==> src/rtl/lcd_ctrl_pkg.sv <==
// lcd_ctrl_pkg: shared types and default timing for the HD44780 write controller.
//   lcd_state_t  - controller FSM states
//   DEF_*        - default phase lengths in clk cycles
//   DLY_W        - width of the phase delay counter
//   is_poll_st / is_write_st - phase classification helpers
package lcd_ctrl_pkg;

  typedef enum logic [2:0] {
    IDLE,
    POLL_SETUP,
    POLL_EHIGH,
    POLL_HOLD,
    POLL_GAP,
    WR_SETUP,
    WR_EHIGH,
    WR_HOLD
  } lcd_state_t;

  localparam int unsigned DEF_SETUP_CYC    = 2;
  localparam int unsigned DEF_E_HIGH_CYC   = 12;
  localparam int unsigned DEF_HOLD_CYC     = 2;
  localparam int unsigned DEF_POLL_GAP_CYC = 4;
  localparam int unsigned DEF_BUSY_TIMEOUT = 100000;

  localparam int DLY_W = 16;

  // Busy-flag read phase, including the E-low gap between reads.
  function automatic logic is_poll_st(input lcd_state_t s);
    return (s == POLL_SETUP) || (s == POLL_EHIGH) ||
           (s == POLL_HOLD)  || (s == POLL_GAP);
  endfunction

  function automatic logic is_write_st(input lcd_state_t s);
    return (s == WR_SETUP) || (s == WR_EHIGH) || (s == WR_HOLD);
  endfunction

endpackage

==> src/rtl/lcd_delay_cnt.sv <==
// lcd_delay_cnt: loadable down-counter timing each controller phase.
//   clk, RST  - clock, asynchronous active-high reset
//   load      - load load_val this edge (load wins over counting)
//   load_val  - phase length minus one
//   done      - counter is at zero: current cycle is the last of the phase
module lcd_delay_cnt
  import lcd_ctrl_pkg::*;
#(
  parameter int W = DLY_W
) (
  input  logic         clk,
  input  logic         RST,
  input  logic         load,
  input  logic [W-1:0] load_val,
  output logic         done
);

  logic [W-1:0] cnt;

  always_ff @(posedge clk or posedge RST) begin
    if (RST) begin
      cnt <= '0;
    end else if (load) begin
      cnt <= load_val;
    end else if (cnt != '0) begin
      cnt <= cnt - W'(1);
    end
  end

  assign done = (cnt == '0);

endmodule

==> src/rtl/lcd_ctrl.sv <==
// lcd_ctrl: HD44780 byte writer. Each accepted request polls the busy flag
// (read instruction register, DB7) until clear or until the poll budget is
// spent, then performs one write of the captured byte.
//   clk, RST           - clock, asynchronous active-high reset
//   req_valid/req_ready- request handshake; req_rs/req_data captured on accept
//   busy               - transaction in progress (complement of req_ready)
//   timeout_err/err_clr- sticky busy-flag timeout and its clear
//   lcd_e/rw/rs        - HD44780 control pins
//   lcd_db_o/oe/i      - data bus drive value, drive enable, read value
//   dbg_state          - current FSM state
//
// Handshake: a request transfers on a rising clk edge where req_valid and
// req_ready are both high. req_ready is high only in IDLE; req_valid is
// ignored in every other state and the requester may hold it indefinitely.
module lcd_ctrl
  import lcd_ctrl_pkg::*;
#(
  parameter int unsigned SETUP_CYC    = DEF_SETUP_CYC,
  parameter int unsigned E_HIGH_CYC   = DEF_E_HIGH_CYC,
  parameter int unsigned HOLD_CYC     = DEF_HOLD_CYC,
  parameter int unsigned POLL_GAP_CYC = DEF_POLL_GAP_CYC,
  parameter int unsigned BUSY_TIMEOUT = DEF_BUSY_TIMEOUT
) (
  input  logic       clk,
  input  logic       RST,
  input  logic       req_valid,
  input  logic       req_rs,
  input  logic [7:0] req_data,
  output logic       req_ready,
  output logic       busy,
  output logic       timeout_err,
  input  logic       err_clr,
  output logic       lcd_e,
  output logic       lcd_rw,
  output logic       lcd_rs,
  output logic [7:0] lcd_db_o,
  output logic       lcd_db_oe,
  input  logic [7:0] lcd_db_i,
  output lcd_state_t dbg_state
);

  lcd_state_t       state, state_nxt;
  logic             dly_load, dly_done;
  logic [DLY_W-1:0] dly_val;
  logic             cap_rs;
  logic [7:0]       cap_data;
  logic             busy_flag;
  logic [31:0]      to_cnt;
  logic             poll_ph, accept, to_expired, to_hit;
  logic             db_low_unused;

  // Only DB7 (busy flag) is read back.
  assign db_low_unused = ^lcd_db_i[6:0];

  assign dbg_state = state;
  assign accept    = (state == IDLE) && req_valid;
  assign poll_ph   = is_poll_st(state);
  // Counting the current poll cycle, the budget is used up.
  assign to_expired = (to_cnt >= 32'(BUSY_TIMEOUT - 1));
  assign to_hit     = poll_ph && (to_cnt == 32'(BUSY_TIMEOUT - 1));

  lcd_delay_cnt #(.W(DLY_W)) u_dly (
    .clk      (clk),
    .RST      (RST),
    .load     (dly_load),
    .load_val (dly_val),
    .done     (dly_done)
  );

  always_comb begin
    state_nxt = state;
    case (state)
      IDLE:       if (req_valid) state_nxt = POLL_SETUP;
      POLL_SETUP: if (dly_done)  state_nxt = POLL_EHIGH;
      POLL_EHIGH: if (dly_done)  state_nxt = POLL_HOLD;
      // The E pulse in flight always completes; the timeout only redirects
      // the decision taken at the end of its hold.
      POLL_HOLD:  if (dly_done)  state_nxt = (busy_flag && !to_expired) ? POLL_GAP : WR_SETUP;
      POLL_GAP:   if (dly_done)  state_nxt = POLL_SETUP;
      WR_SETUP:   if (dly_done)  state_nxt = WR_EHIGH;
      WR_EHIGH:   if (dly_done)  state_nxt = WR_HOLD;
      WR_HOLD:    if (dly_done)  state_nxt = IDLE;
      default:                   state_nxt = IDLE;
    endcase

    // Every state change reloads the counter with the new phase length.
    dly_load = (state_nxt != state);
    dly_val  = '0;
    case (state_nxt)
      POLL_SETUP, WR_SETUP: dly_val = DLY_W'(SETUP_CYC - 1);
      POLL_EHIGH, WR_EHIGH: dly_val = DLY_W'(E_HIGH_CYC - 1);
      POLL_HOLD,  WR_HOLD:  dly_val = DLY_W'(HOLD_CYC - 1);
      POLL_GAP:             dly_val = DLY_W'(POLL_GAP_CYC - 1);
      default:              dly_val = '0;
    endcase
  end

  always_ff @(posedge clk or posedge RST) begin
    if (RST) begin
      state       <= IDLE;
      cap_rs      <= 1'b0;
      cap_data    <= 8'h00;
      busy_flag   <= 1'b0;
      to_cnt      <= '0;
      timeout_err <= 1'b0;
      req_ready   <= 1'b1;
      busy        <= 1'b0;
      lcd_e       <= 1'b0;
      lcd_rw      <= 1'b0;
      lcd_rs      <= 1'b0;
      lcd_db_o    <= 8'h00;
      lcd_db_oe   <= 1'b0;
    end else begin
      state <= state_nxt;

      if (accept) begin
        cap_rs   <= req_rs;
        cap_data <= req_data;
      end

      if ((state == POLL_EHIGH) && dly_done) begin
        busy_flag <= lcd_db_i[7];
      end

      // Saturates at the limit so the set event fires exactly once.
      if (accept) begin
        to_cnt <= '0;
      end else if (poll_ph && (to_cnt != 32'(BUSY_TIMEOUT))) begin
        to_cnt <= to_cnt + 32'd1;
      end

      if (to_hit) begin
        timeout_err <= 1'b1;
      end else if (err_clr) begin
        timeout_err <= 1'b0;
      end

      // Pins are registered from the next state so they change together
      // with the state register and never glitch.
      req_ready <= (state_nxt == IDLE);
      busy      <= (state_nxt != IDLE);
      lcd_e     <= (state_nxt == POLL_EHIGH) || (state_nxt == WR_EHIGH);
      lcd_rw    <= is_poll_st(state_nxt);
      lcd_rs    <= is_write_st(state_nxt) ? cap_rs : 1'b0;
      lcd_db_oe <= is_write_st(state_nxt);
      if (is_write_st(state_nxt)) begin
        lcd_db_o <= cap_data;
      end
    end
  end

endmodule

==> config.mk <==
export PLATFORM = sky130hd
export DESIGN_NAME = lcd_ctrl
export DESIGN_NICKNAME = d
export VERILOG_FILES = /design/src/rtl/lcd_ctrl_pkg.sv /design/src/rtl/lcd_delay_cnt.sv /design/src/rtl/lcd_ctrl.sv
export SDC_FILE = /design/constraint.sdc
export NUM_CORES = 1
export LEC_CHECK = 0
export CORE_ASPECT_RATIO = 1.25
export CORE_MARGIN = 5
export CORE_UTILIZATION = 50
export CTS_CLUSTER_SIZE = 25
export DETAILED_ROUTE_END_ITERATION = 8
export GPL_ROUTABILITY_DRIVEN = 0
export GPL_TIMING_DRIVEN = 0
export PLACE_DENSITY = 0.7
export SLEW_MARGIN = 10
export SYNTH_ARGS = -nofsm -noshare
export SYNTH_HDL_FRONTEND = slang
export SYNTH_HIERARCHICAL = 1
export SYNTH_SLANG_ARGS = --single-unit
==> constraint.sdc <==
create_clock -name clk -period 4.27 [get_ports clk]
set_input_delay 0.427 -clock clk [delete_from_list [all_inputs] [get_ports clk]]
set_output_delay 0.427 -clock clk [all_outputs]
set_load 0.01 [all_outputs]
# After elaboration in Yosys (flattened, before gate mapping)

Index checks and enable logic that the tools add are counted.

Add/subtract/negate cells: 2
Reductions and logical operators: 25
Eq/ne operators: 17
Mux-type cells: 18
Order comparisons: 1

Operator list:

| cell                                                                       | count |
|---|---|
| 32-bit two-way mux                                                         | 2 |
| 32-bit by 1-bit adder with 32-bit output (second input constant)           | 1 |
| 32-bit by 17-bit == test with 1-bit output (second input constant)         | 1 |
| 32-bit by 17-bit >= comparator with 1-bit output (second input constant)   | 1 |
| 16-bit two-way mux                                                         | 2 |
| 32-bit by 17-bit inequality test with 1-bit output (second input constant) | 1 |
| 3-bit == test (second input constant)                                      | 8 |
| 3-bit two-way mux                                                          | 8 |
| 3-bit case mux with 8 select lines                                         | 1 |
| 16-bit logical NOT                                                         | 1 |
| 16-bit nonzero test                                                        | 1 |
| 16-bit by 1-bit subtractor with 16-bit output (second input constant)      | 1 |
| 3-bit by 2-bit == test with 1-bit output (second input constant)           | 4 |
| 4-bit case mux with 3 select lines                                         | 1 |
| 1-bit logical OR                                                           | 9 |
| 3-bit by 1-bit == test with 1-bit output (second input constant)           | 2 |
| 3-bit logical NOT                                                          | 2 |
| 2-bit nonzero test                                                         | 3 |
| 1-bit logical AND                                                          | 5 |
| 1-bit two-way mux                                                          | 4 |
| 4-bit OR reduction                                                         | 1 |
| 3-bit inequality test                                                      | 1 |
| 3-bit nonzero test                                                         | 1 |
| 2-bit OR reduction                                                         | 1 |
| 1-bit logical NOT                                                          | 1 |

Bits in registers: 76
Input port bits: 21
Word-level logic and storage cells: 77
Output and inout bits: 18

# Depth between registers and ports, before layout

Depth in word-level cells: 10
Depth in mapped cells: 12
Gate-level depth less buffers: 12

# Cells and area by module

Netlist, hierarchy kept.

Modules (own cells, without submodules):

| module        | sequential area each (um^2) | instances | cells an instance | area each (um^2) |
|---|---|---|---|---|
| lcd_ctrl      | 1502.7                      | 1         | 309               | 2962.8 |
| lcd_delay_cnt | 400.4                       | 1         | 102               | 993.5 |

# Worst setup path after synthesis

No wires, ideal clock.

Kind: register to register
From: register u_dly.cnt[0]
To: register lcd_db_o[0]
Data arrival time: 2.591 ns
Path buffers: 0
Slack: 1.555 ns
Setup time: 0.125 ns
Data required time: 4.145 ns
Stages on the path, launching flop included: 10
Clock period less this slack: 2.715 ns
Cell sequence: dfrtp_1 inv_1 ha_1 nor3b_2 nand4b_4 nor2_4 nand2_1 xnor2_1 a31oi_2 mux2_2

Longest elaborated chain between the ends: 6
Elaborated cells between the ends (all ways): 14
Classes of those cells: eq/ne (3); mux (8); reduce/logical (3)

Ends and longest elaborated chain:

| item                                            | line                | source |
|---|---|---|
| from (decl)                                     | lcd_delay_cnt.sv:18 | `logic [W-1:0] cnt;` |
| from (signal assigned)                          | lcd_delay_cnt.sv:24 | `cnt <= load_val;` |
| from (signal assigned)                          | lcd_delay_cnt.sv:26 | `cnt <= cnt - W'(1);` |
| 16-bit logical NOT (*)                          | lcd_delay_cnt.sv:30 | `assign done = (cnt == '0);` |
| net dly_done                                    | lcd_ctrl.sv:43      | `logic dly_load, dly_done;` |
| 3-bit two-way mux, or another cell as far along | lcd_ctrl.sv:82      | `WR_HOLD: if (dly_done) state_nxt = IDLE;` |
| 3-bit case mux with 8 select lines (*)          | lcd_ctrl.sv:72      | `case (state)` |
| 3-bit == test                                   | lcd_ctrl_pkg.sv:34  | `return (s == WR_SETUP) \|\| (s == WR_EHIGH) \|\| (s == WR_HOLD);` |
| 1-bit logical OR                                | lcd_ctrl_pkg.sv:34  |  |
| 1-bit logical OR (*)                            | lcd_ctrl_pkg.sv:34  |  |
| to (signal assigned)                            | lcd_ctrl.sv:147     | `lcd_db_o <= cap_data;` |
| to (decl)                                       | lcd_ctrl.sv:36      | `output logic [7:0] lcd_db_o,` |

Mark *: on every way through the listed nets, which the timed path passes. The rest lies on a longest branch.
A chain may end at the register's enable or synchronous reset.

# Final worst setup path

From: register u_dly.cnt[0]
To: register lcd_db_o[3]

Same word-level chain as after synthesis.

==> results.py <==
metrics = {
    "worst_setup_path": {
        "arrival_ns": 3.65,
        "r2r_setup_slack_ns": 0.87,
        "r2r_start": "u_dly/cnt[0]",
        "cp_max_fo": 12,
        "setup.worst_path.class": "register to register",
        "worst_path_largest_cell_delay_ns": 0.56,
        "path_cells": "inv_1, ha_1, nor3b_2, nand4b_4, nor2_4, nand2_1, xnor2_1, a31oi_2, mux2_2",
        "cp-start-kind": "register",
        "worstPathRequired_ns": 4.51,
        "reg2reg_depth": 9,
        "crit_slowest_cell": "xnor2_1",
        "cp-startpoint": "u_dly/cnt[0]",
        "r2r-end": "lcd_db_o[3]",
        "crit_end": "lcd_db_o[3]",
        "end_kind": "register",
    },
    "routing": {
        "drt-pass1-iter-count": 4,
        "drt_iter0_drc": 193,
        "drt-total-wl_um": 8790,
        "detail-route-antenna-nets": 0,
        "wl_per_cell_um": 15.6,
        "via_count": 3145,
        "drc_errors": 0,
        "via_per_inst": 5.57,
    },
    "sta": {
        "final.setup.tns_ns": 0,
        "timing.hold.ws_ns": 0.476,
        "fin_crit_sh": 0.796,
        "fin_skew_ns": 0.00815,
        "maxSlewViolCount": 0,
        "hold_violations": 0,
        "rsz0062_at_grt": "false",
        "setup_viol": 0,
        "maxSlewHeadroom": 0.520,
        "fin_crit_ns": 3.40,
        "fmax_ghz": 0.294,
        "tightest_slew_ns": 0.720,
    },
    "floorplanning": {
        "io_pins": 39,
        "die_h_um": 109,
        "initial_utilization": 0.511,
        "core_area_mm2": 0.00775,
        "fp.dieW_um": 89.6,
        "die-area_mm2": 0.00980,
        "rows": 36,
    },
    "synth": {
        "synth-edff-count": 0,
        "yosysSeqAreaShare": 0.481,
        "synth_ff_type": "dfrtp_1",
        "yosysWarnings": 6,
        "synth_area_mm2": 0.00396,
        "syn_avg_cell_area_um2": 9.63,
        "ys_ff_latch": 76,
        "synth_cell_types": 62,
        "synthArstFlopShare": 1.00,
        "syn_inst": 411,
    },
    "clocking": {
        "clock_sinks": 76,
        "cts_tree": "done",
        "ctsHoldBuffers": 0,
        "post_cts_resized": 0,
        "cts-root-buf": "clkbuf_8",
        "post_cts_buffers": 0,
        "path_clk_slew_ns": 0.08,
        "clock_path_buffers": 2,
        "clk-insertion-delay-late_ns": 0.35,
        "htree_levels": 3,
        "cts_buffers": 9,
    },
    "power_and_ir_drop": {
        "total_leakage_power_uw": 0.00193,
        "seq_power_share": 0.502,
        "combPwrFrac": 0.173,
        "p_per_area_mw_per_mm2": 396,
        "p_switching_uw": 558,
        "max-vdd-ir-drop_mv": 0.261,
        "pwr-share-clk": 0.325,
        "p_int_uw": 1280,
        "switching_share": 0.303,
    },
    "placed_design": {
        "port_buffers": 31,
        "dp_hpwl_um": 6260,
        "dp_cells": 549,
        "place_area_mm2": 0.00443,
    },
    "hold_path": {
        "hold_class": "register to register",
    },
    "cells_and_area": {
        "drive_gt1_frac": 0.113,
        "nNetsFinal": 489,
        "instances_no_fill": 565,
        "stdcell_area_mm2": 0.00465,
        "diodes": 0,
        "area_growth_pct": 17.5,
        "finish.utilization": 0.600,
    },
    "global_route": {
        "grt_pass1_vias": 3177,
        "grt_max_degree": 61,
        "grt_usage": 0.198,
        "grt_first_pass_wirelength_um": 15100,
        "grt-ovfl-total": 0,
        "antenna_found_initial": 0,
    },
    "run": {
        "cap_viol_max_count": 0,
    },
    "outcome": {
        "status": "finished clean",
    },
}
## registers in the layout, summed over array words and instances, names as in the netlist
signal       cells
to_cnt          32
u_dly/cnt       16
cap_data         8
lcd_db_o         8
dbg_state        3
busy             1
busy_flag        1
cap_rs           1
lcd_db_oe        1
lcd_e            1
lcd_rs           1
lcd_rw           1
req_ready        1
timeout_err      1
## final cells by class
| class | instances | area, um2 |
|---|---|---|
| fillers | 669 | 3100 |
| multi-input cells | 314 | 1970 |
| flip-flops and latches | 76 | 1900 |
| repair buffers | 31 | 310 |
| clock buffers | 9 | 124 |
| well taps | 95 | 119 |
| clock inverters | 7 | 91.3 |
| inverters | 18 | 70.1 |
| plain buffers | 15 | 58.8 |
## worst max-delay path: cells and delay by family, from the launching register on
kind,cells,cell delay [ns]
fa+ha+maj,1,0.25
buf+inv,1,0.09
compound gates,1,0.45
simple gates,4,1.15
flops,1,0.40
xor+xnor,1,0.56
mux,1,0.39
## worst min-delay path by stage
stage               slack, ns            to        start  cells past startpoint
detailed placement       0.46        cap_rs       cap_rs                      2
global placement         0.45        cap_rs       cap_rs                      2
CTS                      0.48        cap_rs       cap_rs                      2
finish                   0.48        lcd_rs       cap_rs                      1
floorplan                0.34  u_dly/cnt[0]          RST                      1
global route             0.51   cap_data[7]  cap_data[7]                      2
## cells in the mapped netlist, drive strengths merged, types with 6 or more instances
master  number  area (um2)
nand2       67         251
mux2        11         124
nand4       13         109
inv         18        67.6
nor4         6        52.6
clkbuf      12        45.0
nand3       12        65.1
or4         13        98.9
nor3        15         101
xnor2       22         193
o31ai        7        52.6
o21ai       19        95.1
a21oi       23         115
or3         12        77.6
dfrtp       75        1880
nor2        30         120
## power by group through the flow
| stage | Clock (uW) | Sequential (uW) | Combinational, uW |
|---|---|---|---|
| finish | 599 | 925 | 318 |
| global route | 647 | 940 | 359 |
| CTS | 613 | 925 | 324 |
| detailed placement | 0 | 939 | 322 |
| global placement | 0 | 935 | 309 |
| floorplan | 0 | 917 | 254 |
## logic make-up after synthesis
family / Yosys count / share of synthesized area
buffers and inverters: 33 / 0.0319
xor gates and xnor gates: 26 / 0.0576
AOI/OAI and AO/OA: 65 / 0.102
DFF: 76 / 0.481
other: 1 / 0.000948
and+or+nand+nor: 192 / 0.275
adders and majority gates: 3 / 0.00949
muxes: 15 / 0.0414
## routing by layer
metal,vias to the layer above,routed length [um],GRT usage
li1,1553,-,-
met1,1530,3660,0.245
met2,44,4670,0.335
met3,18,277,0.0412
met4,0,181,0.0755
met5,-,0,0
## stage by stage
stage	setup WS, ns	power (uW)
2_1_floorplan	1.55	1170
3_3_place_gp	1.00	1240
3_5_place_dp	0.872	1260
4_1_cts	0.829	1860
5_1_grt	0.609	1950
6_report	0.869	1840
## placed cells by master, fill, tap and decap left out, types with 10 or more instances in the layout
cell type        instances
clkdlybuf4s50_1         31
xnor2_1                 22
o21ai_0                 15
mux2_2                  10
conb_1                  13
a21oi_1                 23
nand3_1                 11
or4_1                   12
inv_1                   17
nor3_1                  11
or3_1                   10
dfrtp_1                 75
clkbuf_1                12
nand4_1                 10
nor2_1                  29
nand2_1                 67
(Power assumes the default switching activity.)
==> RTL change 1 (config.mk and constraints unchanged) <==
Put one more register stage on the output `dbg_state`. The value now appears one clock later. The other outputs are not delayed to match.
--- a/src/rtl/lcd_ctrl.sv
+++ b/src/rtl/lcd_ctrl.sv
@@ -54,3 +54,5 @@
 
-  assign dbg_state = state;
+  always_ff @(posedge clk) begin
+    dbg_state <= state;
+  end
   assign accept    = (state == IDLE) && req_valid;
Function: changed (a bounded check fails within 4 cycles, from zero or initial values and one cycle with RST high).
==> RTL change 1 against the unedited design <==
  * Wire length is 13% higher
  * Core utilization is 1.1 points lower
  * Synthesized area is 11% higher
  * Worst hold slack worse by 0.021 ns
  * Worst setup slack worse by 0.14 ns
  * Cell area is 9.6% higher
  * Count of clock-buffer cells in the layout is 3 higher
  * Sequential cell count is 3 higher
  * Synthesized cell count is 14% higher
  * Sequential share of layout area is 2.4 points lower
  * Largest cell class unchanged
Power is not compared: it rests on default switching activity, and its combinational part moved more than twofold at a synthesized area within 25%.
==> RTL change 1: results (changes against the unedited design) <==
{
  "outcome": {"value": "finished clean", "change": "unchanged"},
  "grt_usage": {"value": 0.2005, "change": "was 0.1982"},
  "crit_path_max_fo": {"value": 10, "change": "was 12"},
  "detailedRoute.firstIterationViolations": {"value": 232, "change": "was 193"},
  "post_dp_cell_area": {"value": 4906, "unit": "sq um", "change": "was 4433 sq um"},
  "post_synth_num_cell_types": {"value": 72, "change": "was 62"},
  "post_cts_buffers": {"value": 0, "change": "unchanged"},
  "vias_per_cell": {"value": 5.549, "change": "was 5.566"},
  "buffer_ports.inserted": {"value": 31, "change": "unchanged"},
  "synth_sequential_area_ratio": {"value": 0.4464, "change": "was 0.4810"},
  "htree_levels": {"value": 3, "change": "unchanged"},
  "drtPass1Iterations": {"value": 4, "change": "unchanged"},
  "detail_route.wirelength": {"value": 9.919, "unit": "mm", "change": "was 8.791 mm"},
  "ys_async_sr_fraction": {"value": 0.9620, "change": "was 1.000"},
  "finClkSkew": {"value": 0.01047, "unit": "ns", "change": "was 0.008152 ns"},
  "post_cts_resize_count": {"value": 0, "change": "unchanged"},
  "slowest_stage": {"value": "nor3b_2", "change": "was xnor2_1"},
  "grt_first_pass_wirelength": {"value": 17.17, "unit": "mm", "change": "was 15.10 mm"},
  "cp.arrival": {"value": 3.78, "unit": "ns", "change": "was 3.65 ns"},
  "power.ir.vdd_worst_uv": 290.5,
  "numCtsBuffers": {"value": 9, "change": "unchanged"},
  "largestRegisters": {"value": "to_cnt (32), u_dly/cnt (16)", "change": "unchanged"},
  "fillers": {"value": 778, "change": "was 669"},
  "min_path_type": {"value": "register to register", "change": "unchanged"},
  "hpwlAfterDp": {"value": 6.875, "unit": "mm", "change": "was 6.262 mm"},
  "antenna_found_initial": {"value": 0, "change": "unchanged"},
  "synth_common_cells": {"value": "dfrtp_1, nand2_1, nor2_1", "change": "unchanged"},
  "design.final.nets": {"value": 546, "change": "was 489"},
  "cts.clk_slew.worst_paths": {"value": 0.08, "unit": "ns", "change": "about the same"},
  "max_stage_delay": {"value": 0.43, "unit": "ns", "change": "was 0.56 ns"},
  "tightest_slew": {"value": 0.7362, "unit": "ns", "change": "was 0.7203 ns"},
  "yosys-top-cells-area": {"value": "dfrtp_1, nand2_1, xnor2_1", "change": "unchanged"},
  "first_global_vias": {"value": 3599, "change": "was 3177"},
  "drive_above_1_share": {"value": 0.1063, "change": "was 0.1128"}
}
## RTL change 1: changes by cell type after synthesis, sizes merged, moves of 4 or more
| cell | before | now |
|---|---|---|
| o211ai | 1 | 11 |
| or3 | 12 | 5 |
| nand3 | 12 | 24 |
| clkbuf | 12 | 19 |
| xor2 | 4 | 8 |
| nand3b | 4 | 12 |
| a21oi | 23 | 13 |
| mux2 | 11 | 4 |
| nor2 | 30 | 40 |
| nor4 | 6 | 15 |
## RTL change 1: cell families after synthesis
group / after synthesis / share of synthesized area
simple gates: 224 / 0.3024
buf+inv: 46 / 0.04182
compound gates: 72 / 0.1104
other cells: 1 / 0.0008527
mux: 10 / 0.02390
fa+ha+maj: 3 / 0.008536
xor+xnor: 33 / 0.06572
flops: 79 / 0.4464
## RTL change 1: cell type report
type	instances	area [sq um]	share of cell area
multi-input cells	355	2296	0.4505
flip-flops and latches	79	1963	0.3852
repair buffers	31	310.3	0.06089
well taps	120	150.1	0.02946
clock buffers	12	145.1	0.02848
plain buffers	25	105.1	0.02062
inverters	21	81.33	0.01596
clock inverters	4	45.04	0.008839
## RTL change 1: worst paths after layout
check,depth (start not counted),end,slack [ns],startpoint
worst max-delay path,13,lcd_db_o[7]$_DFFE_PP0P_,0.73,u_dly/cnt[0]$_DFFE_PP0P_
worst min-delay path,0,dbg_state[1]$_DFF_P_,0.45,state[1]$_DFF_PP0_
min in group asynchronous,2,u_dly/cnt[13]$_DFFE_PP0P_,0.55,RST
worst min register to register,0,dbg_state[1]$_DFF_P_,0.45,state[1]$_DFF_PP0_
worst max register to register,13,lcd_db_o[7]$_DFFE_PP0P_,0.73,u_dly/cnt[0]$_DFFE_PP0P_
max in group asynchronous,2,busy$_DFF_PP0_,3.19,RST
## RTL change 1: per-layer routing
layer / track usage / vias up / wire length [um]
met5: 0 / - / 0
met4: 0.1002 / 0 / 228
met3: 0.02749 / 18 / 303
met2: 0.3330 / 74 / 4968
met1: 0.2561 / 1743 / 4419
li1: - / 1755 / -
## RTL change 1: report_power, final
group,internal (uW),switching (uW),leakage (uW)
Sequential,954,236,0.000951
Combinational,337,311,0.00100
Clock,284,276,0.000100
## RTL change 1: per-stage QoR
step	setup WS [ns]	utilization	hold slack, ns	cells
detailed placement	0.7676	0.5669	0.4427	631
finish	0.7304	0.5889	0.4549	647
CTS	0.7400	0.5889	0.4634	647
global placement	0.8074	0.5667	0.4451	631
floorplan	1.443	-	0.3407	480
global route	0.4348	0.5889	0.4960	647
==> RTL change 2 (same flow settings) <==
Made on the original files. Change the package constant `DLY_W` from 16 to 18.
--- a/src/rtl/lcd_ctrl_pkg.sv
+++ b/src/rtl/lcd_ctrl_pkg.sv
@@ -24,3 +24,3 @@
 
-  localparam int DLY_W = 16;
+  localparam int DLY_W = 18;
 
Behaviour: no difference found for any inputs over 10 cycles, from zero or initial values and one cycle with RST high; that may be too few to reach the edited logic, so the function may still have changed.
==> RTL change 2 against the unedited design <==
  * Total power is 9.4% lower
  * Sequential cell count is 2 higher
  * Cell count is 2.3% higher
  * Synthesized area is 3.0% higher
  * Cell area is 2.0% higher
  * Worst setup slack worse by 0.029 ns
  * Wire length is 0.63% lower
==> RTL change 2: results (changes against the unedited design) <==
{
  "synth.area.mux_share": {"value": 0.04360, "change": "was 0.04143"},
  "route.detailed.wl_per_inst": {"value": 15.11, "unit": "um", "change": "was 15.56 um"},
  "synthAdderAreaFrac": {"value": 0.009211, "change": "was 0.009488"},
  "drtPass1Iterations": {"value": 5, "change": "was 4"},
  "detailedRoute.firstIterationViolations": {"value": 181, "change": "was 193"},
  "reg2reg_slack": {"value": 0.84, "unit": "ns", "change": "was 0.87 ns"},
  "grt_util_met2": {"value": 0.3136, "change": "was 0.3353"},
  "vias_per_cell": {"value": 5.587, "change": "was 5.566"},
  "first_global_vias": {"value": 3225, "change": "was 3177"},
  "met3RoutedLength": {"value": 299, "unit": "um", "change": "was 277 um"},
  "route.met2.wl": {"value": 4.581, "unit": "mm", "change": "was 4.668 mm"},
  "grt_first_pass_wirelength": {"value": 15.58, "unit": "mm", "change": "was 15.10 mm"},
  "r2r-end": {"value": "lcd_db_o[1]$_DFFE_PP0P_", "change": "was lcd_db_o[3]$_DFFE_PP0P_"},
  "finClkSkew": {"value": 0.009233, "unit": "ns", "change": "was 0.008152 ns"},
  "power.ir.vdd_worst": {"value": 266.8, "unit": "uV", "change": "was 260.8 uV"},
  "smallest_hold_slack": {"value": 0.4682, "unit": "ns", "change": "was 0.4762 ns"},
  "min_delay_path_depth": {"value": 2, "change": "was 1"},
  "largestRegisters": {"value": "to_cnt (32), u_dly/cnt (18)", "change": "was to_cnt (32), u_dly/cnt (16)"},
  "wl_met1": {"value": 3.770, "unit": "mm", "change": "was 3.663 mm"},
  "outcome": {"value": "finished clean", "change": "unchanged"},
  "synth_compound_area_frac": {"value": 0.09702, "change": "was 0.1025"},
  "global_route.usage.met1": {"value": 0.2397, "change": "was 0.2452"},
  "grt.met3_usage": {"value": 0.04345, "change": "was 0.04123"},
  "yosys-top-cells-area": {"value": "dfrtp_1, nand2_1, xnor2_1", "change": "unchanged"},
  "post_synth_num_cell_types": {"value": 60, "change": "was 62"},
  "min_to": {"value": "cap_rs$_DFFE_PP0P_", "change": "was lcd_rs$_DFF_PP0_"},
  "hpwlAfterDp": {"value": 6.155, "unit": "mm", "change": "was 6.262 mm"}
}
[RTL change 2: kinds of logic after synthesis]
kind of cell / count (synthesis)
fa+ha+maj: 3
mux: 16
buf+inv: 34
xor+xnor: 28
simple gates: 198
compound gates: 64
flops: 78
other cells: 1
[RTL change 2: cell type report]
type	instances	area [sq um]
tap	95	118.9
buffer	15	58.81
timing repair buffer	31	310.3
inverter	19	73.82
sequential	78	1953
clock inverter	7	56.30
fill	684	3143
multi-input combinational	324	2044
clock buffer	9	123.9
[RTL change 2: report_power, final]
part           leakage [uW]  internal, uW  switching, uW  total (uW)
clock             0.0000902           217            290         507
combinational      0.000976           124            127         251
sequential         0.000923           806            104         911
total               0.00199          1150            521        1670
[RTL change 2: how the worst max path moves through the flow]
stage	end	start	slack [ns]	cells after the start
2_1_floorplan	lcd_db_o[0]$_DFFE_PP0P_	u_dly/cnt[0]$_DFFE_PP0P_	1.53	9
3_3_place_gp	lcd_db_o[1]$_DFFE_PP0P_	u_dly/cnt[0]$_DFFE_PP0P_	0.92	9
3_5_place_dp	lcd_db_o[2]$_DFFE_PP0P_	u_dly/cnt[0]$_DFFE_PP0P_	0.90	9
4_1_cts	lcd_db_o[2]$_DFFE_PP0P_	u_dly/cnt[0]$_DFFE_PP0P_	0.87	9
5_1_grt	lcd_db_o[1]$_DFFE_PP0P_	u_dly/cnt[0]$_DFFE_PP0P_	0.57	9
6_report	lcd_db_o[1]$_DFFE_PP0P_	u_dly/cnt[0]$_DFFE_PP0P_	0.84	9
[RTL change 2: stage by stage]
step | total power, uW | cells
after floorplan | 1104 | 436
after global placement | 1162 | 562
after detailed placement | 1174 | 562
after CTS | 1686 | 578
after global routing | 1765 | 578
final | 1669 | 578
